### src/rtl/arb_pkg.sv
// Shared constants, FSM encoding and helpers for the 4-requester arbiter.
package arb_pkg;

    localparam int unsigned N_REQ = 4;
    localparam int unsigned IDX_W = 2;

    typedef enum logic [1:0] {
        IDLE    = 2'd0,
        GRANT   = 2'd1,
        RELEASE = 2'd2
    } arb_state_t;

    function automatic logic [N_REQ-1:0] idx_to_onehot(input logic [IDX_W-1:0] idx);
        logic [N_REQ-1:0] oh;
        oh      = '0;
        oh[idx] = 1'b1;
        return oh;
    endfunction

endpackage

### src/rtl/prio_enc_4to2.sv
// Combinational 4-to-2 priority encoder; bit 3 has the highest priority.
module prio_enc_4to2
    import arb_pkg::*;
(
    input  logic [N_REQ-1:0] vec,
    output logic [IDX_W-1:0] idx,
    output logic             any
);

    always_comb begin
        idx = '0;
        if (vec[3])      idx = 2'd3;
        else if (vec[2]) idx = 2'd2;
        else if (vec[1]) idx = 2'd1;
        any = |vec;
    end

endmodule

### src/rtl/req_arbiter_4.sv
// Fixed-priority arbiter with hold timer, one dead cycle between owners and
// a one-shot mask that lets others in after a timeout.
module req_arbiter_4
    import arb_pkg::*;
#(
    parameter int unsigned MAX_HOLD = 8,
    parameter int unsigned CNT_W    = 8
) (
    input  logic             clk,
    input  logic             rst,
    input  logic [N_REQ-1:0] req,
    output logic [N_REQ-1:0] gnt,
    output logic [IDX_W-1:0] gnt_idx,
    output logic             gnt_valid,
    output logic             timeout
);

    arb_state_t       state, state_nx;
    logic [IDX_W-1:0] owner, owner_nx;
    logic [CNT_W-1:0] hold_cnt, hold_nx;
    logic [N_REQ-1:0] mask, mask_nx;
    logic             timeout_nx;

    logic [N_REQ-1:0] elig_raw, elig;
    logic [IDX_W-1:0] winner;
    logic             any;

    // Fall back to the raw requests so the mask can never starve a lone requester.
    always_comb begin
        elig_raw = req & ~mask;
        elig     = (elig_raw == '0) ? req : elig_raw;
    end

    prio_enc_4to2 u_enc (
        .vec (elig),
        .idx (winner),
        .any (any)
    );

    always_comb begin
        state_nx   = state;
        owner_nx   = owner;
        hold_nx    = hold_cnt;
        mask_nx    = mask;
        timeout_nx = 1'b0;
        case (state)
            IDLE, RELEASE: begin
                if (any) begin
                    state_nx = GRANT;
                    owner_nx = winner;
                    hold_nx  = '0;
                    mask_nx  = '0;
                end else begin
                    state_nx = IDLE;
                end
            end
            GRANT: begin
                if (!req[owner]) begin
                    state_nx = RELEASE;
                end else if (hold_cnt == CNT_W'(MAX_HOLD - 1)) begin
                    state_nx   = RELEASE;
                    timeout_nx = 1'b1;
                    mask_nx    = idx_to_onehot(owner);
                end else begin
                    hold_nx = hold_cnt + CNT_W'(1);
                end
            end
            default: state_nx = IDLE;
        endcase
    end

    // Outputs are registered from the next-state values so they align with the state they describe.
    always_ff @(posedge clk) begin
        if (rst) begin
            state     <= IDLE;
            owner     <= '0;
            hold_cnt  <= '0;
            mask      <= '0;
            gnt       <= '0;
            gnt_idx   <= '0;
            gnt_valid <= 1'b0;
            timeout   <= 1'b0;
        end else begin
            state     <= state_nx;
            owner     <= owner_nx;
            hold_cnt  <= hold_nx;
            mask      <= mask_nx;
            timeout   <= timeout_nx;
            gnt_valid <= (state_nx == GRANT);
            gnt       <= (state_nx == GRANT) ? idx_to_onehot(owner_nx) : '0;
            gnt_idx   <= (state_nx == GRANT) ? owner_nx : '0;
        end
    end

endmodule

### config.mk
export PLATFORM = sky130hd
export DESIGN_NAME = req_arbiter_4
export DESIGN_NICKNAME = d
export VERILOG_FILES = /design/src/rtl/arb_pkg.sv /design/src/rtl/prio_enc_4to2.sv /design/src/rtl/req_arbiter_4.sv
export SDC_FILE = /design/constraint.sdc
export NUM_CORES = 1
export LEC_CHECK = 0
export ABC_AREA = 1
export CORE_UTILIZATION = 58
export CTS_CLUSTER_SIZE = 14
export DETAILED_ROUTE_END_ITERATION = 12
export GPL_ROUTABILITY_DRIVEN = 0
export PLACE_DENSITY = 0.82
export SLEW_MARGIN = 20
export SYNTH_ARGS = -nofsm -noshare
export SYNTH_HDL_FRONTEND = slang
export SYNTH_SLANG_ARGS = --single-unit
### constraint.sdc
create_clock -name clk -period 3.9 [get_ports clk]
set_clock_uncertainty 0.2 [all_clocks]
set_input_delay 0.39 -clock clk [delete_from_list [all_inputs] [get_ports clk]]
set_output_delay 0.39 -clock clk [all_outputs]
set_load 0.02 [all_outputs]
==> results of run 1 <==
through the flow:
stage                util  setup slack [ns]  total power, mW
detailed placement  0.730              1.57            0.582
floorplan               -              2.21            0.516
finish              0.750              1.85            0.708
global route        0.750              1.67            0.755
global placement    0.730              1.62            0.573
CTS                 0.750              1.88            0.712
cells in the mapped netlist (all sizes together):
master / n
a21oi: 8
nand4: 2
nand3: 15
nor3b: 5
nor2: 37
a22oi: 1
o21bai: 1
ha: 1
inv: 21
nor4: 1
buf: 1
dfxtp: 24
nand2: 42
o21ai: 7
nor3: 3
nand3b: 1
power groups by stage:
stage               combinational (mW)  sequential, mW  clock [mW]
global placement                 0.247           0.326           0
CTS                              0.255           0.322       0.135
detailed placement               0.254           0.328           0
finish                           0.254           0.323       0.130
global route                     0.287           0.328       0.140
floorplan                        0.180           0.336           0
critical path, delay by kind of cell, from the launching register on:
family | cells | cell delay (ns)
buffers and inverters | 1 | 0.10
DFF | 1 | 0.41
adders and majority gates | 1 | 0.20
AOI/OAI and AO/OA | 1 | 0.50
and+or+nand+nor | 5 | 0.53
per-layer routing:
metal | share of wire | up-vias
li1 | - | 580
met1 | 0.48 | 495
met2 | 0.46 | 24
met3 | 0.041 | 4
met4 | 0.012 | 0
met5 | 0 | -
worst max path at each step:
stage	from	to	depth (start not counted)
after CTS	hold_cnt[0]$_SDFFE_PP0P_	mask[3]$_SDFFE_PP0P_	8
after floorplan	hold_cnt[0]$_SDFFE_PP0P_	mask[0]$_SDFFE_PP0P_	8
after detailed placement	req[3]	hold_cnt[6]$_SDFFE_PP0P_	11
final	hold_cnt[0]$_SDFFE_PP0P_	mask[0]$_SDFFE_PP0P_	8
after global placement	req[3]	gnt[3]$_SDFF_PP0_	12
after global routing	hold_cnt[0]$_SDFFE_PP0P_	mask[0]$_SDFFE_PP0P_	8
cell families (layout without fill, tap and decap cells):
kind of cell               Yosys count  count (layout)
DFF                                 24              24
and+or+nand+nor                    106             106
AOI/OAI and AO/OA                   17              17
adders and majority gates            1               1
buffers and inverters               22              38
final cells by class:
| class | instances | share of cell area |
|---|---|---|
| Multi-Input combinational cell | 124 | 0.445 |
| Sequential cell | 24 | 0.352 |
| Timing Repair Buffer | 13 | 0.0953 |
| Inverter | 21 | 0.0577 |
| Clock buffer | 4 | 0.0266 |
| Tap cell | 25 | 0.0229 |
sequential cells by signal, summed over array words and instances (netlist names):
name and count:
hold_cnt 8, timeout 1, mask 4, gnt_valid 1, gnt 4, state 2
gnt_idx 2, owner 2
==> results.txt, run 1 <==
Worst hold path type: flip-flop to flip-flop
PwrDens: 518 mW/mm^2
Fin crit period: 2.05 ns
Hold path start: hold_cnt[3]$_SDFFE_PP0P_
First-pass GRT wire length: 3.91 mm
Max-slew headroom: 0.634
Die width: 47.1 um
CP cell instances: ha_1 > nand2_1 > inv_1 > nand4_1 > o21ai_1 > nand3_1 > nand2_1 > nor2_1
DRT Pass-1 Iters: 4
Tcrit/Tclk final: 0.525
Crit path arrival time: 2.07 ns
Post-route cell area: 0.00137 sq mm
Fin Hold WS: 0.306 ns
Detail Route Antenna Nets: 0
Pin count of the biggest net entering global routing: 14
Post-cts sizing count: 0
R2R Setup Slk: 1.85 ns
Number of warnings issued by yosys: 0
Vias in the first global route: 939
CP max FO: 8
DR iter-0 viols: 22
Post-synth top area share: 0.408
IO buf count: 13
Worst Hold Path Cells: 2
Syn Inst Count: 170
Crit-path slowest cell: o21ai_1
CP Class: flip-flop to flip-flop
Wire per inst: 11.5 um
Root Driver: clkbuf_4
Post-Syn Nets: 177
IO Pins: 14
Number of vias per cell: 5.23
RSZ-0062 raised after global routing: false
CTS tree: yes
Busiest grt layer: met2
Clk pwr share: 0.184
Initial antenna violation count: 0
Cell mode on critical path: nand2_1
Setup crit end kind: flip-flop
Initial Util: 0.647
Worst vdd ir: 0.359 mV
Final TNS setup: 0 ns
Register area share after synthesis: 0.408
CTS max path bufs: 2
Skew-Pair Late Insertion Delay: 0.32 ns
Status: complete, no violations
GR Util All Layers: 0.255
Proportion of power drawn by combinational gates: 0.360
Commonest non-fill, non-tap cell in the layout: nand2_1
Reg2Reg Launch Point: hold_cnt[0]$_SDFFE_PP0P_
Compound-Gate Fraction of Synth Area: 0.0828
CTS Sinks: 24
Global Route met1 Usage: 0.334
Via count: 1103
Hold-fix buffers, CTS: 0
Setup repair bufs after CTS: 0
Synth Register Bits: 24
Core area: 0.00182 sq mm
Cells after DPL: 207
Yosys top cell by area: dfxtp_1
Pint: 441 uW
Sw Pwr: 266 uW
DP Wirelength: 1.86 mm
Diode count: 0
Fmax: 0.489 GHz
Synthesized area per cell: 6.93 sq um
Simple-Gate Fraction of Synth Area: 0.423
Syn-to-layout area delta: 15.8%
Synth Area in Adders: 0.0106
Crit-path max cell delay: 0.50 ns
Critical path required time: 3.92 ns
Synth cell types: 25
Max cap viols: 0
H-tree depth: 1
Residual DRC: 0
Total CTS buffers: 3
Worst reg2reg endpoint: mask[0]$_SDFFE_PP0P_
# rows: 15
Layout cells sized above 1: 0.102
Leak: 0.623 nW
Met3 Usage GRT: 0.0462
CP startpoint kind: flip-flop
Die height: 47.1 um
Sw Share: 0.376
Endpoint, Worst Hold: hold_cnt[3]$_SDFFE_PP0P_
# setup viols final: 0
Worst r2r path cells: 8
Post-Synth XOR/XNOR Area: 0
Sequential share of power: 0.456
Final std cells w/o fill: 211
Area of the multi-input gates: 608 sq um
DP Area: 0.00133 sq mm
Pins Over Slew Limit: 0
Fillers: 149
WL final: 2.43 mm
Post-Syn Area: 0.00118 sq mm
Die ar.: 0.00222 sq mm
Reg clk slew, reported paths: 0.13 ns
Post-synthesis mux area share: 0
Main combinational cell family by area after synthesis: simple AND/OR/NAND/NOR gates
Reg area: 480 sq um
Fin. Hold Viols: 0
Slew at the pin closest to its max-slew limit: 0.545 ns
Met2 Usage GRT: 0.408
Commonest non-fill, non-tap cells in the layout: nand2_1, nor2_1, dfxtp_1
Nets: 194
Synth area leaders: dfxtp_1, nand2_1, nor2_1, inv_1, nand3_1
GR Overflow Total: 0
Power figures use the tool's default switching activity.
==> inputs of run 2 (changes only) <==
- CORE_UTILIZATION: 58 -> 48
- PLACE_DENSITY: 0.82 -> 0.73
- clock period: 3.9 -> 1.7 ns (I/O delays scaled with it)
==> results.txt, run 2 (synthesis gave the netlist of run 1 again) <==
Skew-Pair Late Insertion Delay: 0.31 ns (was 0.32 ns)
Commonest non-fill, non-tap cells in the layout: nor2_1, buf_4, nand2_1 (was nand2_1, nor2_1, dfxtp_1)
Vias in the first global route: 1066 (was 939)
CTS Sinks: 24 (unchanged)
Pin count of the biggest net entering global routing: 14 (unchanged)
Fin Hold WS: 0.299 ns (was 0.306 ns)
DP Wirelength: 2.02 mm (was 1.86 mm)
DP Area: 0.00151 sq mm (was 0.00133 sq mm)
Slew at the pin closest to its max-slew limit: 0.325 ns (was 0.545 ns)
Tcrit/Tclk final: 1.04
Fmax: 0.566 GHz
DR iter-0 viols: 26 (was 22)
WL final: 2.94 mm (was 2.43 mm)
CP Class: input port to flip-flop (was flip-flop to flip-flop)
Wire per inst: 12.0 um (was 11.5 um)
IO buf count: 13 (unchanged)
CTS tree: yes (unchanged)
Commonest non-fill, non-tap cell in the layout: nor2_1 (was nand2_1)
Residual DRC: 0 (unchanged)
Setup crit end kind: flip-flop (unchanged)
Largest register FFs: 8 (unchanged)
Critical path required time: 1.75 ns (was 3.92 ns)
Layout cells sized above 1: 0.392 (was 0.102)
GR Overflow Total: 0 (unchanged)
Largest register by flop count: hold_cnt (unchanged)
Hold-fix buffers, CTS: 0 (unchanged)
Total CTS buffers: 3 (unchanged)
Final TNS setup: -0.382 ns (was 0 ns)
Final std cells w/o fill: 245 (was 211)
Die width: 51.6 um (was 47.1 um)
PwrDens: 1110 mW/mm^2 (was 518 mW/mm^2)
Setup ws final: -0.0682 ns (was 1.85 ns)
Crit path arrival time: 1.82 ns (was 2.07 ns)
Die height: 51.6 um (was 47.1 um)
Max-slew headroom: 0.781 (was 0.634)
Reg clk slew, reported paths: 0.13 ns (about the same)
DRT Pass-1 Iters: 7 (was 4)
GR Util All Layers: 0.229 (was 0.255)
# rows: 17 (was 15)
Number of vias per cell: 4.98 (was 5.23)
Worst hold path type: flip-flop to flip-flop (unchanged)
Dpl ws: -0.334 ns (was 1.57 ns)
Nets: 225 (was 194)
Initial antenna violation count: 0 (unchanged)
First-pass GRT wire length: 4.51 mm (was 3.91 mm)
Post-route cell area: 0.00173 sq mm (was 0.00137 sq mm)
Pins Over Slew Limit: 0 (unchanged)
H-tree depth: 1 (unchanged)
Top Registers: hold_cnt: 8 flops, gnt: 4 flops, mask: 4 flops (unchanged)
Syn-to-layout area delta: 46.6% (was 15.8%)
# setup viols final: 11 (was 0)
IO Pins: 14 (unchanged)
Root Driver: clkbuf_4 (unchanged)
Initial Util: 0.523 (was 0.647)
RSZ-0062 raised after global routing: true (was false)
Fin crit period: 1.77 ns
Fin. Hold Viols: 0 (unchanged)
Die ar.: 0.00266 sq mm (was 0.00222 sq mm)
CP max FO: 7 (was 8)
Max cap viols: 0 (unchanged)
Status: finished with violations (was complete, no violations)
Core area: 0.00225 sq mm (was 0.00182 sq mm)
Detail Route Antenna Nets: 0 (unchanged)
Cells after DPL: 234 (was 207)
Failing checks: setup timing
Via count: 1221 (was 1103)
CP startpoint kind: input port (was flip-flop)
CTS max path bufs: 2 (unchanged)
Leak: 0.793 nW (was 0.623 nW)
Diode count: 0 (unchanged)
Worst vdd ir: 0.824 mV (was 0.359 mV)
run 2: critical path: stages:
cell	delay, ns
clkdlybuf4s50_1	0.50
nand2_4	0.13
nand2_4	0.07
nor2_4	0.14
nand2_1	0.06
nand2_1	0.07
nand2_2	0.07
nand2_4	0.10
nand3_4	0.14
buf_6	0.16
nand2_2	0.06
inv_2	0.04
nor2_2	0.09
run 2: path summary, 6_finish.rpt:
kind / from / end / slack [ns] / cells after the start
max: req[1] / hold_cnt[1]$_SDFFE_PP0P_ / -0.07 / 13
max reg2reg: mask[0]$_SDFFE_PP0P_ / hold_cnt[1]$_SDFFE_PP0P_ / -0.04 / 13
min: mask[0]$_SDFFE_PP0P_ / mask[0]$_SDFFE_PP0P_ / 0.30 / 2
min reg2reg: mask[0]$_SDFFE_PP0P_ / mask[0]$_SDFFE_PP0P_ / 0.30 / 2
run 2: through the flow:
step	utilization	total power, mW
final	0.766	1.92
after CTS	0.736	1.84
after global placement	0.671	1.44
after global routing	0.766	2.05
after detailed placement	0.671	1.46
after floorplan	-	1.18
run 2: timing repair:
| item | 4_1_cts | 5_1_grt |
|---|---|---|
| setup endpoints to repair | 18 | 20 |
| buffers inserted | 6 | 1 |
| pin swaps | 9 | 8 |
| resized for setup | 22 | 24 |
run 2: layout make-up:
class | count | area [sq um]
clock buffer | 4 | 36.3
tap | 28 | 35.0
timing repair buffer | 44 | 373
multi-input combinational | 124 | 714
sequential | 24 | 490
fill | 173 | 527
inverter | 21 | 78.8
run 2: metal layers:
layer,global-route usage,wire length [um]
met1,0.258,1260
met3,0.0351,68
met4,0.0721,34
met2,0.435,1570
met5,0,0
run 2: report_power, final:
part           internal [mW]  switching, mW  total, mW
clock network          0.131          0.167      0.298
logic                  0.392          0.479      0.872
registers              0.674         0.0751      0.749
total                   1.20          0.722       1.92
==> inputs of run 3 (changes only) <==
- CORE_ASPECT_RATIO: default -> 0.7
==> results.txt, run 3 (synthesis gave the netlist of run 1 again) <==
Hold-fix buffers, CTS: 0 (unchanged)
Largest register by flop count: hold_cnt (unchanged)
Nets: 227 (was 225)
Fmax: 0.534 GHz (was 0.566 GHz)
Critical path required time: 1.79 ns (was 1.75 ns)
RSZ-0062 raised after global routing: true (unchanged)
Syn-to-layout area delta: 55.0% (was 46.6%)
Reg clk slew, reported paths: 0.14 ns (was 0.13 ns)
Pin count of the biggest net entering global routing: 15 (was 14)
Layout cells sized above 1: 0.457 (was 0.392)
CTS Sinks: 24 (unchanged)
Total CTS buffers: 3 (unchanged)
Final TNS setup: -0.962 ns (was -0.382 ns)
Top Registers: hold_cnt: 8 flops, gnt: 4 flops, mask: 4 flops (unchanged)
Leak: 0.840 nW (was 0.793 nW)
H-tree depth: 1 (unchanged)
Setup crit end kind: flip-flop (unchanged)
Number of vias per cell: 5.33 (was 4.98)
CP max FO: 7 (unchanged)
First-pass GRT wire length: 5.29 mm (was 4.51 mm)
DR iter-0 viols: 72 (was 26)
Wire per inst: 14.2 um (was 12.0 um)
Sw Share: 0.383 (was 0.376)
GR Overflow Total: 0 (unchanged)
Die width: 61.2 um (was 51.6 um)
Post-route core utilization: 0.821 (was 0.766)
Die ar.: 0.00266 sq mm (about the same)
# setup viols final: 17 (was 11)
Fillers: 134 (was 173)
Largest register FFs: 8 (unchanged)
DP Wirelength: 2.14 mm (was 2.02 mm)
Max cap viols: 0 (unchanged)
Area of the multi-input gates: 768 sq um (was 714 sq um)
Commonest non-fill, non-tap cells in the layout: buf_4, nand2_1, nor2_1 (was nor2_1, buf_4, nand2_1)
Worst hold path type: flip-flop to flip-flop (unchanged)
Fin Hold WS: 0.311 ns (was 0.299 ns)
Reg area: 489 sq um (was 490 sq um)
Root Driver: clkbuf_4 (unchanged)
Setup ws final: -0.173 ns (was -0.0682 ns)
Pint: 1.35 mW (was 1.20 mW)
Post-route cell area: 0.00183 sq mm (was 0.00173 sq mm)
Via count: 1338 (was 1221)
DRT Pass-1 Iters: 4 (was 7)
DP Area: 0.00153 sq mm (was 0.00151 sq mm)
Die height: 43.5 um (was 51.6 um)
IO buf count: 13 (unchanged)
Failing checks: setup timing (unchanged)
WL final: 3.57 mm (was 2.94 mm)
Proportion of power drawn by combinational gates: 0.461 (was 0.454)
Clk pwr share: 0.197 (was 0.155)
Reg2Reg Launch Point: state[0]$_SDFF_PP0_ (was mask[0]$_SDFFE_PP0P_)
Status: finished with violations (unchanged)
Fin. Hold Viols: 0 (unchanged)
GR Util All Layers: 0.277 (was 0.229)
Initial antenna violation count: 0 (unchanged)
Skew-Pair Late Insertion Delay: 0.33 ns (was 0.31 ns)
Pins Over Slew Limit: 0 (unchanged)
Crit path arrival time: 1.96 ns (was 1.82 ns)
Commonest non-fill, non-tap cell in the layout: buf_4 (was nor2_1)
Worst setup startpoint: state[0]$_SDFF_PP0_ (was req[1])
Hold path start: mask[0]$_SDFFE_PP0P_ (unchanged)
Slew at the pin closest to its max-slew limit: 0.299 ns (was 0.325 ns)
Vias in the first global route: 1252 (was 1066)
IO Pins: 14 (unchanged)
Residual DRC: 0 (unchanged)
Diode count: 0 (unchanged)
Tot Pwr: 2.19 mW (was 1.92 mW)
Sw Pwr: 836 uW (was 722 uW)
Tcrit/Tclk final: 1.10 (was 1.04)
CTS tree: yes (unchanged)
CP Class: flip-flop to flip-flop (was input port to flip-flop)
PwrDens: 1200 mW/mm^2 (was 1110 mW/mm^2)
Core area: 0.00222 sq mm (was 0.00225 sq mm)
Fin crit period: 1.87 ns (was 1.77 ns)
Max-slew headroom: 0.801 (was 0.781)
Worst vdd ir: 0.860 mV (was 0.824 mV)
Sequential share of power: 0.343 (was 0.390)
CP startpoint kind: flip-flop (was input port)
# rows: 14 (was 17)
Detail Route Antenna Nets: 0 (unchanged)
CTS max path bufs: 2 (unchanged)
Initial Util: 0.530 (was 0.523)
[run 3: changes by cell type in the layout (fill, tap and decap cells not counted), moves of 2 or more]
| cell | change |
|---|---|
| o21ai_1 | +2 |
| nor2_2 | +7 |
| inv_1 | -2 |
| nand2_4 | +4 |
| nor2_1 | -8 |
| nand2_1 | -5 |
[run 3: final timing paths]
kind | endpoint | slack, ns | depth (start not counted)
setup reg to reg | hold_cnt[3]$_SDFFE_PP0P_ | -0.17 | 6
hold / removal | mask[0]$_SDFFE_PP0P_ | 0.31 | 2
hold reg to reg | mask[0]$_SDFFE_PP0P_ | 0.31 | 2
setup / recovery | hold_cnt[3]$_SDFFE_PP0P_ | -0.17 | 6
[run 3: critical path, stage by stage, from the launching register on]
cell and delay (ns):
dfxtp_1 0.38, inv_1 0.12, nor2_2 0.27, nand2_1 0.26
nor3b_1 0.34, nor2_1 0.14, nor2_1 0.11
[run 3: area by class of cell]
class                   instances  area share
clock inverters                 1      0.0164
multi-input cells             124       0.421
repair buffers                 46       0.216
flip-flops and latches         24       0.268
clock buffers                   3      0.0123
inverters                      21      0.0445
well taps                      32      0.0219
[run 3: metrics by stage]
step | worst slack (ns) | instances
final | -0.173 | 251
after global routing | -0.284 | 251
after CTS | -0.0194 | 250
after detailed placement | -0.341 | 240
after global placement | -0.257 | 240
after floorplan | 0.0139 | 170
[run 3: power by group through the flow]
| stage | clock (mW) | sequential (mW) | combinational, mW |
|---|---|---|---|
| floorplan | 0 | 0.770 | 0.414 |
| global placement | 0 | 0.732 | 0.718 |
| detailed placement | 0 | 0.735 | 0.742 |
| CTS | 0.427 | 0.741 | 0.853 |
| global route | 0.456 | 0.761 | 1.08 |
| finish | 0.430 | 0.749 | 1.01 |
[run 3: layer usage]
metal / track usage / up-vias / share of wire
met1: 0.333 / 618 / 0.41
li1: - / 643 / -
met4: 0.123 / 0 / 0.029
met5: 0 / - / 0
met2: 0.443 / 63 / 0.48
met3: 0.101 / 14 / 0.081
[run 3: what timing repair did]
item	in CTS	in global routing
buffers inserted	6	1
pin swaps	11	11
gates resized for setup	29	38
cloned	0	0
endpoints found under the setup margin	17	23
endpoints found under the hold margin	0	0
